## src/rtl/ps2_pkg.sv

```systemverilog
// Shared PS/2 types, command constants and helpers for the host transmitter
// (and the keyboard receiver once it is rewritten).
package ps2_pkg;

  typedef enum logic [2:0] {
    IDLE      = 3'd0,
    INHIBIT   = 3'd1,
    RTS       = 3'd2,
    SEND      = 3'd3,
    ACK       = 3'd4,
    WAIT_IDLE = 3'd5,
    FAIL      = 3'd6
  } tx_state_t;

  typedef enum logic [1:0] {
    ERR_OK    = 2'b00,
    ERR_START = 2'b01,
    ERR_XFER  = 2'b10,
    ERR_NOACK = 2'b11
  } ps2_err_t;

  localparam logic [7:0] PS2_CMD_SET_LEDS = 8'hED;
  localparam logic [7:0] PS2_CMD_RESET    = 8'hFF;
  localparam logic [7:0] PS2_CMD_ENABLE   = 8'hF4;

  function automatic logic odd_parity(input logic [7:0] b);
    return ~^b;
  endfunction

endpackage

```

## src/rtl/ps2_sync_edge.sv

```systemverilog
// Brings one raw open-drain PS/2 line into the clock domain: 2-FF synchroniser,
// stability filter on the synchronised level, and a one-cycle fall pulse.
module ps2_sync_edge #(
  parameter int unsigned FILTER_LEN = 4
) (
  input  logic clk,
  input  logic rst_n,
  input  logic line_i,
  output logic sync_o,
  output logic level_o,
  output logic fall_o
);

  localparam int unsigned CW = (FILTER_LEN > 1) ? $clog2(FILTER_LEN) : 1;

  logic [1:0]    sync_q;
  logic          level_q, level_d;
  logic [CW-1:0] cnt_q, cnt_d;
  logic          fall_q, fall_d;

  // Idle bus level is high, so the reset values avoid a spurious fall.
  always_ff @(posedge clk or negedge rst_n) begin
    if (!rst_n) begin
      sync_q  <= '1;
      level_q <= 1'b1;
      cnt_q   <= '0;
      fall_q  <= 1'b0;
    end else begin
      sync_q  <= {sync_q[0], line_i};
      level_q <= level_d;
      cnt_q   <= cnt_d;
      fall_q  <= fall_d;
    end
  end

  always_comb begin
    level_d = level_q;
    cnt_d   = '0;
    fall_d  = 1'b0;
    if (sync_q[1] != level_q) begin
      if (cnt_q == CW'(FILTER_LEN - 1)) begin
        level_d = sync_q[1];
        fall_d  = ~sync_q[1];
      end else begin
        cnt_d = cnt_q + 1'b1;
      end
    end
  end

  assign sync_o  = sync_q[1];
  assign level_o = level_q;
  assign fall_o  = fall_q;

endmodule

```

## src/rtl/ps2_host_tx.sv

```systemverilog
// Host-to-device PS/2 command transmitter: inhibit, request-to-send, clock out
// start/data/parity/stop on device clock falls, then check the device ACK.
module ps2_host_tx
  import ps2_pkg::*;
#(
  parameter int unsigned INHIBIT_CYCLES = 5000,
  parameter int unsigned START_TIMEOUT  = 750000,
  parameter int unsigned XFER_TIMEOUT   = 100000,
  parameter int unsigned FILTER_LEN     = 4
) (
  input  logic       Clk,
  input  logic       Reset,
  input  logic [7:0] tx_data,
  input  logic       tx_valid,
  output logic       tx_ready,
  output logic       busy,
  input  logic       psClk_in,
  input  logic       psData_in,
  output logic       psClk_oe,
  output logic       psData_oe,
  output logic       done,
  output logic [1:0] err
);

  localparam int unsigned TMAX = (START_TIMEOUT > XFER_TIMEOUT) ? START_TIMEOUT : XFER_TIMEOUT;
  localparam int unsigned TW   = $clog2(TMAX + 1);
  localparam int unsigned IW   = $clog2(INHIBIT_CYCLES + 1);

  tx_state_t     state_q, state_d;
  logic [8:0]    frame_q, frame_d;
  logic [IW-1:0] inh_q, inh_d;
  logic [TW-1:0] timer_q, timer_d;
  logic [3:0]    idx_q, idx_d;
  logic          bit_oe_q, bit_oe_d;
  ps2_err_t      code_q, code_d;
  logic          done_q, done_d;
  ps2_err_t      err_q, err_d;

  logic clk_sync, clk_fall, dat_sync;
  logic clk_level_unused, dat_level_unused, dat_fall_unused;
  logic clk_oe, dat_oe, xfer_phase, xfer_expired;

  ps2_sync_edge #(.FILTER_LEN(FILTER_LEN)) u_clk_line (
    .clk     (Clk),
    .rst_n   (Reset),
    .line_i  (psClk_in),
    .sync_o  (clk_sync),
    .level_o (clk_level_unused),
    .fall_o  (clk_fall)
  );

  ps2_sync_edge #(.FILTER_LEN(FILTER_LEN)) u_dat_line (
    .clk     (Clk),
    .rst_n   (Reset),
    .line_i  (psData_in),
    .sync_o  (dat_sync),
    .level_o (dat_level_unused),
    .fall_o  (dat_fall_unused)
  );

  always_ff @(posedge Clk or negedge Reset) begin
    if (!Reset) begin
      state_q  <= IDLE;
      frame_q  <= '0;
      inh_q    <= '0;
      timer_q  <= '0;
      idx_q    <= '0;
      bit_oe_q <= 1'b0;
      code_q   <= ERR_OK;
      done_q   <= 1'b0;
      err_q    <= ERR_OK;
    end else begin
      state_q  <= state_d;
      frame_q  <= frame_d;
      inh_q    <= inh_d;
      timer_q  <= timer_d;
      idx_q    <= idx_d;
      bit_oe_q <= bit_oe_d;
      code_q   <= code_d;
      done_q   <= done_d;
      err_q    <= err_d;
    end
  end

  assign xfer_phase   = (state_q == SEND) || (state_q == ACK) || (state_q == WAIT_IDLE);
  assign xfer_expired = (timer_q == TW'(XFER_TIMEOUT - 1));

  always_comb begin
    state_d  = state_q;
    frame_d  = frame_q;
    inh_d    = inh_q;
    timer_d  = timer_q;
    idx_d    = idx_q;
    bit_oe_d = bit_oe_q;
    code_d   = code_q;
    done_d   = 1'b0;
    err_d    = err_q;
    clk_oe   = 1'b0;
    dat_oe   = 1'b0;

    if (xfer_phase) timer_d = timer_q + 1'b1;

    unique case (state_q)
      IDLE: begin
        if (tx_valid) begin
          frame_d = {odd_parity(tx_data), tx_data};
          inh_d   = '0;
          state_d = INHIBIT;
        end
      end
      INHIBIT: begin
        clk_oe = 1'b1;
        if (inh_q == IW'(INHIBIT_CYCLES - 1)) begin
          dat_oe  = 1'b1;
          timer_d = '0;
          state_d = RTS;
        end else begin
          inh_d = inh_q + 1'b1;
        end
      end
      RTS: begin
        dat_oe = 1'b1;
        if (clk_fall) begin
          // The fall that ends RTS is the first SEND fall: bit 0 goes out now,
          // which puts the device ACK on the 11th fall.
          timer_d  = '0;
          bit_oe_d = ~frame_q[0];
          idx_d    = 4'd1;
          state_d  = SEND;
        end else if (timer_q == TW'(START_TIMEOUT - 1)) begin
          code_d  = ERR_START;
          state_d = FAIL;
        end else begin
          timer_d = timer_q + 1'b1;
        end
      end
      SEND: begin
        dat_oe = bit_oe_q;
        if (xfer_expired) begin
          code_d  = ERR_XFER;
          state_d = FAIL;
        end else if (clk_fall) begin
          if (idx_q == 4'd9) begin
            bit_oe_d = 1'b0;
            state_d  = ACK;
          end else begin
            bit_oe_d = ~frame_q[idx_q];
            idx_d    = idx_q + 4'd1;
          end
        end
      end
      ACK: begin
        if (xfer_expired) begin
          code_d  = ERR_XFER;
          state_d = FAIL;
        end else if (clk_fall) begin
          if (!dat_sync) begin
            state_d = WAIT_IDLE;
          end else begin
            code_d  = ERR_NOACK;
            state_d = FAIL;
          end
        end
      end
      WAIT_IDLE: begin
        if (xfer_expired) begin
          code_d  = ERR_XFER;
          state_d = FAIL;
        end else if (clk_sync && dat_sync) begin
          done_d  = 1'b1;
          err_d   = ERR_OK;
          state_d = IDLE;
        end
      end
      FAIL: begin
        done_d  = 1'b1;
        err_d   = code_q;
        state_d = IDLE;
      end
      default: state_d = IDLE;
    endcase
  end

  assign tx_ready  = (state_q == IDLE);
  assign busy      = ~tx_ready;
  assign psClk_oe  = clk_oe;
  assign psData_oe = dat_oe;
  assign done      = done_q;
  assign err       = err_q;

endmodule

```

## config.mk

```make
export PLATFORM = sky130hd
export DESIGN_NAME = ps2_host_tx
export DESIGN_NICKNAME = d
export VERILOG_FILES = /design/src/rtl/ps2_pkg.sv /design/src/rtl/ps2_sync_edge.sv /design/src/rtl/ps2_host_tx.sv
export SDC_FILE = /design/constraint.sdc
export NUM_CORES = 1
export LEC_CHECK = 0
export ABC_AREA = 1
export CORE_MARGIN = 2
export CORE_UTILIZATION = 47
export CTS_BUF_LIST = sky130_fd_sc_hd__clkbuf_4
export DETAILED_ROUTE_END_ITERATION = 8
export GPL_ROUTABILITY_DRIVEN = 0
export PLACE_DENSITY = 0.77
export SLEW_MARGIN = 20
export SYNTH_ARGS = -nofsm -noshare
export SYNTH_HDL_FRONTEND = slang
export SYNTH_SLANG_ARGS = --single-unit
```

## constraint.sdc

```tcl
create_clock -name Clk -period 4.1 [get_ports Clk]
set_input_delay 0.82 -clock Clk [delete_from_list [all_inputs] [get_ports Clk]]
set_output_delay 0.82 -clock Clk [all_outputs]
set_load 0.05 [all_outputs]
```

==> results of run 1 <==
## metal layers
layer	part of all wire [%]	vias up	GRT usage (%)
li1	-	1924	-
met1	46	1781	28.0
met2	46	115	33.5
met3	5.9	14	4.15
met4	1.6	0	6.84
met5	0	-	0
## stage by stage
step | std cells | util, % | total power, W
finish | 719 | 53.2 | 0.00291
global route | 719 | 53.2 | 0.00318
CTS | 719 | 53.2 | 0.00292
detailed placement | 703 | 51.3 | 0.00242
global placement | 703 | 51.3 | 0.00236
floorplan | 585 | - | 0.00209
## cells by family after synthesis
family / after synthesis
flops: 63
simple gates: 336
xor+xnor: 21
fa+ha+maj: 5
buf+inv: 87
mux: 1
compound gates: 72
## power by group
group	switching (W)	internal (W)	leakage (nW)
Combinational	0.000934	0.000466	1.28
Clock	0.000249	0.000248	0.0802
Sequential	0.000204	0.000814	0.811
## flip-flops by register name (all words and copies together), names as in the netlist
signal / flops
timer_q: 20
inh_q: 13
frame_q: 9
idx_q: 4
state_q: 3
code_q: 2
err: 2
u_clk_line.cnt_q: 2
u_clk_line.sync_q: 2
u_dat_line.sync_q: 2
bit_oe_q: 1
done: 1
u_clk_line.fall_o: 1
u_clk_line.level_o: 1
## cells in the final DEF (no fill, tap or decap), drive strengths merged, types with 2 or more instances in the layout
cell,netlist,final
clkinv,0,2
a21oi,10,10
nor2,73,73
bufinv,0,2
buf,8,2
dfrtp,58,58
clkbuf,2,9
o21ai,42,42
o21a,2,2
xnor2,8,8
nand3,50,50
or2,4,4
dfstp,5,5
nand3b,2,2
nand4,12,12
xor2,13,13
ha,5,5
o31ai,3,3
nor3,12,12
clkdlybuf4s50,0,18
nand2,180,180
clkinvlp,0,2
o211ai,6,6
inv,77,78
o22ai,6,6
## area by class of cell
| class | instances | area [sq um] |
|---|---|---|
| fill | 810 | 4040 |
| multi-input combinational | 435 | 2230 |
| sequential | 63 | 1580 |
| inverter | 77 | 292 |
| timing repair buffer | 20 | 193 |
| tap | 108 | 135 |
| clock inverter | 7 | 96.3 |
| clock buffer | 9 | 67.6 |
## worst max path at each step
stage / cells after the start / end / from
floorplan: 5 / psData_oe / state_q[1]
CTS: 6 / psData_oe / inh_q[0]
detailed placement: 6 / psData_oe / inh_q[0]
finish: 6 / psData_oe / inh_q[0]
global placement: 6 / psData_oe / inh_q[0]
global route: 6 / psData_oe / inh_q[0]
==> impl_metrics.toml, run 1 <==
[logic_synthesis]
yosys.area_share.adder_pct = 1.50
synth.top_cells.by_count = "nand2_1, inv_1, dfrtp_1, nor2_1, nand3_1"
ys_seq_area_share_pct = 38.0
yosys_register_bits = 63
synth.area.mux_share_pct = 0.240
synth_top_family_by_area = "simple AND/OR/NAND/NOR gates"
synth_most_common_cell = "nand2_1"
synthArstFlopShare_pct = 100
ys.flop_type = "dfrtp_1"
netlist_instances = 585
synth.cell_area_sq_um = 4160
synth-xor-area-share_pct = 4.42
synth_cell_types = 44
synth_nets = 603
yosys.area_share.simple_pct = 37.3
synth_area_leader_cell = "dfrtp_1"
yosysTopAreaCellShare_pct = 34.9
synth_area_leaders = "dfrtp_1, nand2_1, inv_1"
yosysWarnings = 0
synth-compound-area-share_pct = 9.98
synth.avg_cell_area_sq_um = 7.12
synth-edff-count = 0

[floorplanning]
core_sq_um = 8640
die_w_um = 98.1
die_area_sq_um = 9630
fp.dieH_um = 98.1
rows = 34
io_pins = 20
initial_utilization_pct = 48.2

[run_status]
outcome = "completed"

[global_route]
grt_first_pass_wirelength_um = 16400
first_global_vias = 3652
antenna_found_initial = 0
grt_max_degree = 34
grt_usage_pct = 20.7
gr-total-overflow = 0

[cts]
cts_made_buffers = 9
post_cts_resized = 0
ctsLongestPathBuffers = 2
cts-htree-levels = 3
post_cts_buffers = 0
root_buffer = "clkbuf_4"
clk_latency_ns = 0.42
cts-hold-fix-buffers = 0
cts_tree = "yes"
cts.clk_slew.worst_paths_ns = 0.11
cts_sinks = 63

[job]
max_cap_viol_count = 0

[drt]
drt-total-wl_um = 9380
via_count = 3834
drcViolationCount = 0
wl_per_cell_um = 13.0
postRouteAntennaNets = 0
dr.pass1.iters = 5
vias_per_cell = 5.33
drtIter0Drc = 279

[placement]
numPortBuffers = 19
hpwl_um = 7070
dp_worst_setup_slack_ns = 1.33
post_dp_cell_area_sq_um = 4430

[critical_path]
r2r_setup_slack_ns = 2.08
path_cells = "ha_1 > nand2_1 > nor2_1 > nand3_1 > o21ai_0 > clkdlybuf4s50_1"
critPathSlowestCell = "clkdlybuf4s50_1"
crit_arrival_ns = 2.42
timing.rr.start = "state_q[2]"
reg2reg_to = "timer_q[16]"
path_class = "flop to output pin"
slowest_delay_ns = 0.83
crit_fanout = 5
crit_path_start_kind = "flop"
cp-end-kind = "output pin"
worstPathRequired_ns = 3.28
critPathTopFamily = "buffers and inverters"
crit_buf_inv = 1
r2r_cells = 9

[worst_hold_path]
min_to = "u_dat_line.sync_q[1]"
worst_hold_path_type = "flop to flop"
hold_start = "u_dat_line.sync_q[0]"
hold_depth = 0

[sta]
rsz0062_at_grt = "false"
hold_slack_ns = 0.363
tns_ns = 0
hold_viol_final = 0
setup_viol = 0
slew_headroom_pct = 51.1
finalMaxSlewViolations = 0
fin_skew_ns = 0.0181
finalCritPeriodShare_pct = 79.0
clock.fmax_mhz = 309
worst_slack_ns = 0.862
worst_pin_slew_ns = 0.734
min_period_ns = 3.24

[power_and_ir_drop]
p_leak_nw = 2.17
p_per_area_nw_per_um2 = 635
vdd_drop_max_mv = 0.256

[finish]
drive_gt1_share_pct = 11.3
design_area_sq_um = 4590
n_antenna_cell = 0
nets = 624
synthToLayoutAreaGrowth_pct = 10.3
(Power assumes the default switching activity.)
==> run 2: changes to the inputs <==
==> constraint.sdc (replaced) <==
create_clock -name Clk -period 2.98 [get_ports Clk]
set_input_delay 0.596 -clock Clk [delete_from_list [all_inputs] [get_ports Clk]]
set_output_delay 0.596 -clock Clk [all_outputs]
set_load 0.05 [all_outputs]
==> impl_metrics.toml, run 2 (synthesis results as in run 1) <==
[finish]
design_area_sq_um = 4620
nets = 627
top_regs = "timer_q (20), inh_q (13), frame_q (9)"
final_common_cell = "nand2_1"
final_cell_mix = "nand2_1, inv_1, dfrtp_1, nor2_1, nand3_1"
top_register = "timer_q"
regArea_sq_um = 1580
largest_reg_flops = 20
multi_input_area_sq_um = 2230
n_antenna_cell = 0
drive_gt1_share_pct = 11.6
synthToLayoutAreaGrowth_pct = 10.9
fill_cells = 847

[cts]
post_cts_buffers = 0
clk_latency_ns = 0.41
cts.clk_slew.worst_paths_ns = 0.12
ctsLongestPathBuffers = 2
cts_tree = "yes"
cts-htree-levels = 3
cts_sinks = 63
root_buffer = "clkbuf_4"
cts_made_buffers = 9

[floorplanning]
initial_utilization_pct = 48.2
die_area_sq_um = 9630
io_pins = 20
fp.dieH_um = 98.1
die_w_um = 98.1
rows = 34
core_sq_um = 8640

[drt]
wl_per_cell_um = 12.9
postRouteAntennaNets = 0
drt-total-wl_um = 9350
vias_per_cell = 5.37
drcViolationCount = 0
dr.pass1.iters = 5
via_count = 3874
drtIter0Drc = 251

[global_route]
grt_max_degree = 31
grt_first_pass_wirelength_um = 16500
gr-total-overflow = 0
grt_usage_pct = 20.7
antenna_found_initial = 0
first_global_vias = 3687

[worst_hold_path]
worst_hold_path_type = "flop to flop"

[placement]
dp_worst_setup_slack_ns = 0.443
post_dp_cell_area_sq_um = 4440
hpwl_um = 6940
numPortBuffers = 19

[sta]
setup_viol = 0
finalMaxSlewViolations = 0
min_period_ns = 2.73
hold_viol_final = 0
fin_skew_ns = 0.0175
rsz0062_at_grt = "false"
finalCritPeriodShare_pct = 91.7
worst_pin_slew_ns = 0.494
slew_headroom_pct = 67.0
tns_ns = 0
clock.fmax_mhz = 366
worst_slack_ns = 0.246

[power_and_ir_drop]
vdd_drop_max_mv = 0.303
p_per_area_nw_per_um2 = 872
p_leak_nw = 2.18

[critical_path]
crit_arrival_ns = 2.14
cp-end-kind = "output pin"
critPathSlowestCell = "dlygate4sd2_1"
worstPathRequired_ns = 2.38
crit_path_start_kind = "flop"
path_class = "flop to output pin"
slowest_delay_ns = 0.55
crit_fanout = 5
path_cells = "ha_1 > nand2_1 > nor2_1 > nand3_1 > o21ai_0 > dlygate4sd2_1"

[run_status]
outcome = "completed"

[job]
max_cap_viol_count = 0
==> run 2: cell count changes in the layout (fill, tap and decap cells not counted) <==
cell             previous run  this run
buf_4                       1         3
clkdlybuf4s50_1            18        17
dlygate4sd2_1               0         1
dlygate4sd3_1               0         1
==> run 2: area by class of cell <==
type                    count  area share [%]
clock buffers               9            1.46
clock inverters             7            2.09
inverters                  77            6.32
multi-input cells         435            48.2
flip-flops and latches     63            34.3
well taps                 108            2.93
repair buffers             23            4.69
==> run 2: final timing paths <==
| kind | startpoint | endpoint | slack (ns) | cells past startpoint |
|---|---|---|---|---|
| setup / recovery | inh_q[0] | psData_oe | 0.25 | 6 |
| hold / removal | u_clk_line.sync_q[0] | u_clk_line.sync_q[1] | 0.36 | 0 |
| setup reg to reg | state_q[1] | inh_q[8] | 0.91 | 10 |
| hold reg to reg | u_clk_line.sync_q[0] | u_clk_line.sync_q[1] | 0.36 | 0 |
| max in group asynchronous | Reset | u_clk_line.sync_q[0] | 1.75 | 3 |
| min in group asynchronous | Reset | inh_q[8] | 0.55 | 2 |
==> run 2: repair_timing <==
action                                 CTS  global route
endpoints found under the hold margin    8             0
hold buffers                             1             0
setup endpoints to repair                1             0
gates resized for setup                  1             0
==> run 2: report_power, final <==
group	switching [W]	total, W	leakage (nW)	internal, W
registers	0.000277	0.00140	0.811	0.00112
logic	0.00129	0.00194	1.29	0.000648
clock network	0.000343	0.000684	0.0802	0.000341
total	0.00191	0.00402	2.18	0.00211
==> run 2: per-layer routing <==
| layer | wire (um) | GRT usage [%] | up-vias |
|---|---|---|---|
| met5 | 0 | 0 | - |
| met4 | 114 | 5.98 | 0 |
| met3 | 481 | 3.79 | 11 |
| met2 | 4250 | 32.8 | 103 |
| met1 | 4500 | 29.0 | 1829 |
| li1 | - | - | 1931 |
==> run 2: worst max-delay path, delay by kind of cell (launching register included) <==
| kind | cells | cell delay (ns) |
|---|---|---|
| buf+inv | 1 | 0.55 |
| compound gates | 1 | 0.18 |
| flops | 1 | 0.44 |
| fa+ha+maj | 1 | 0.25 |
| simple gates | 3 | 0.31 |
==> run 2: stage by stage <==
| step | power (W) | utilization (%) | hold slack (ns) | std cells |
|---|---|---|---|---|
| final | 0.00402 | 53.4 | 0.362 | 722 |
| after global routing | 0.00437 | 53.4 | 0.366 | 722 |
| after CTS | 0.00403 | 53.4 | 0.364 | 722 |
| after detailed placement | 0.00333 | 51.4 | 0.347 | 705 |
| after global placement | 0.00326 | 51.4 | 0.346 | 705 |
| after floorplan | 0.00287 | - | 0.300 | 585 |
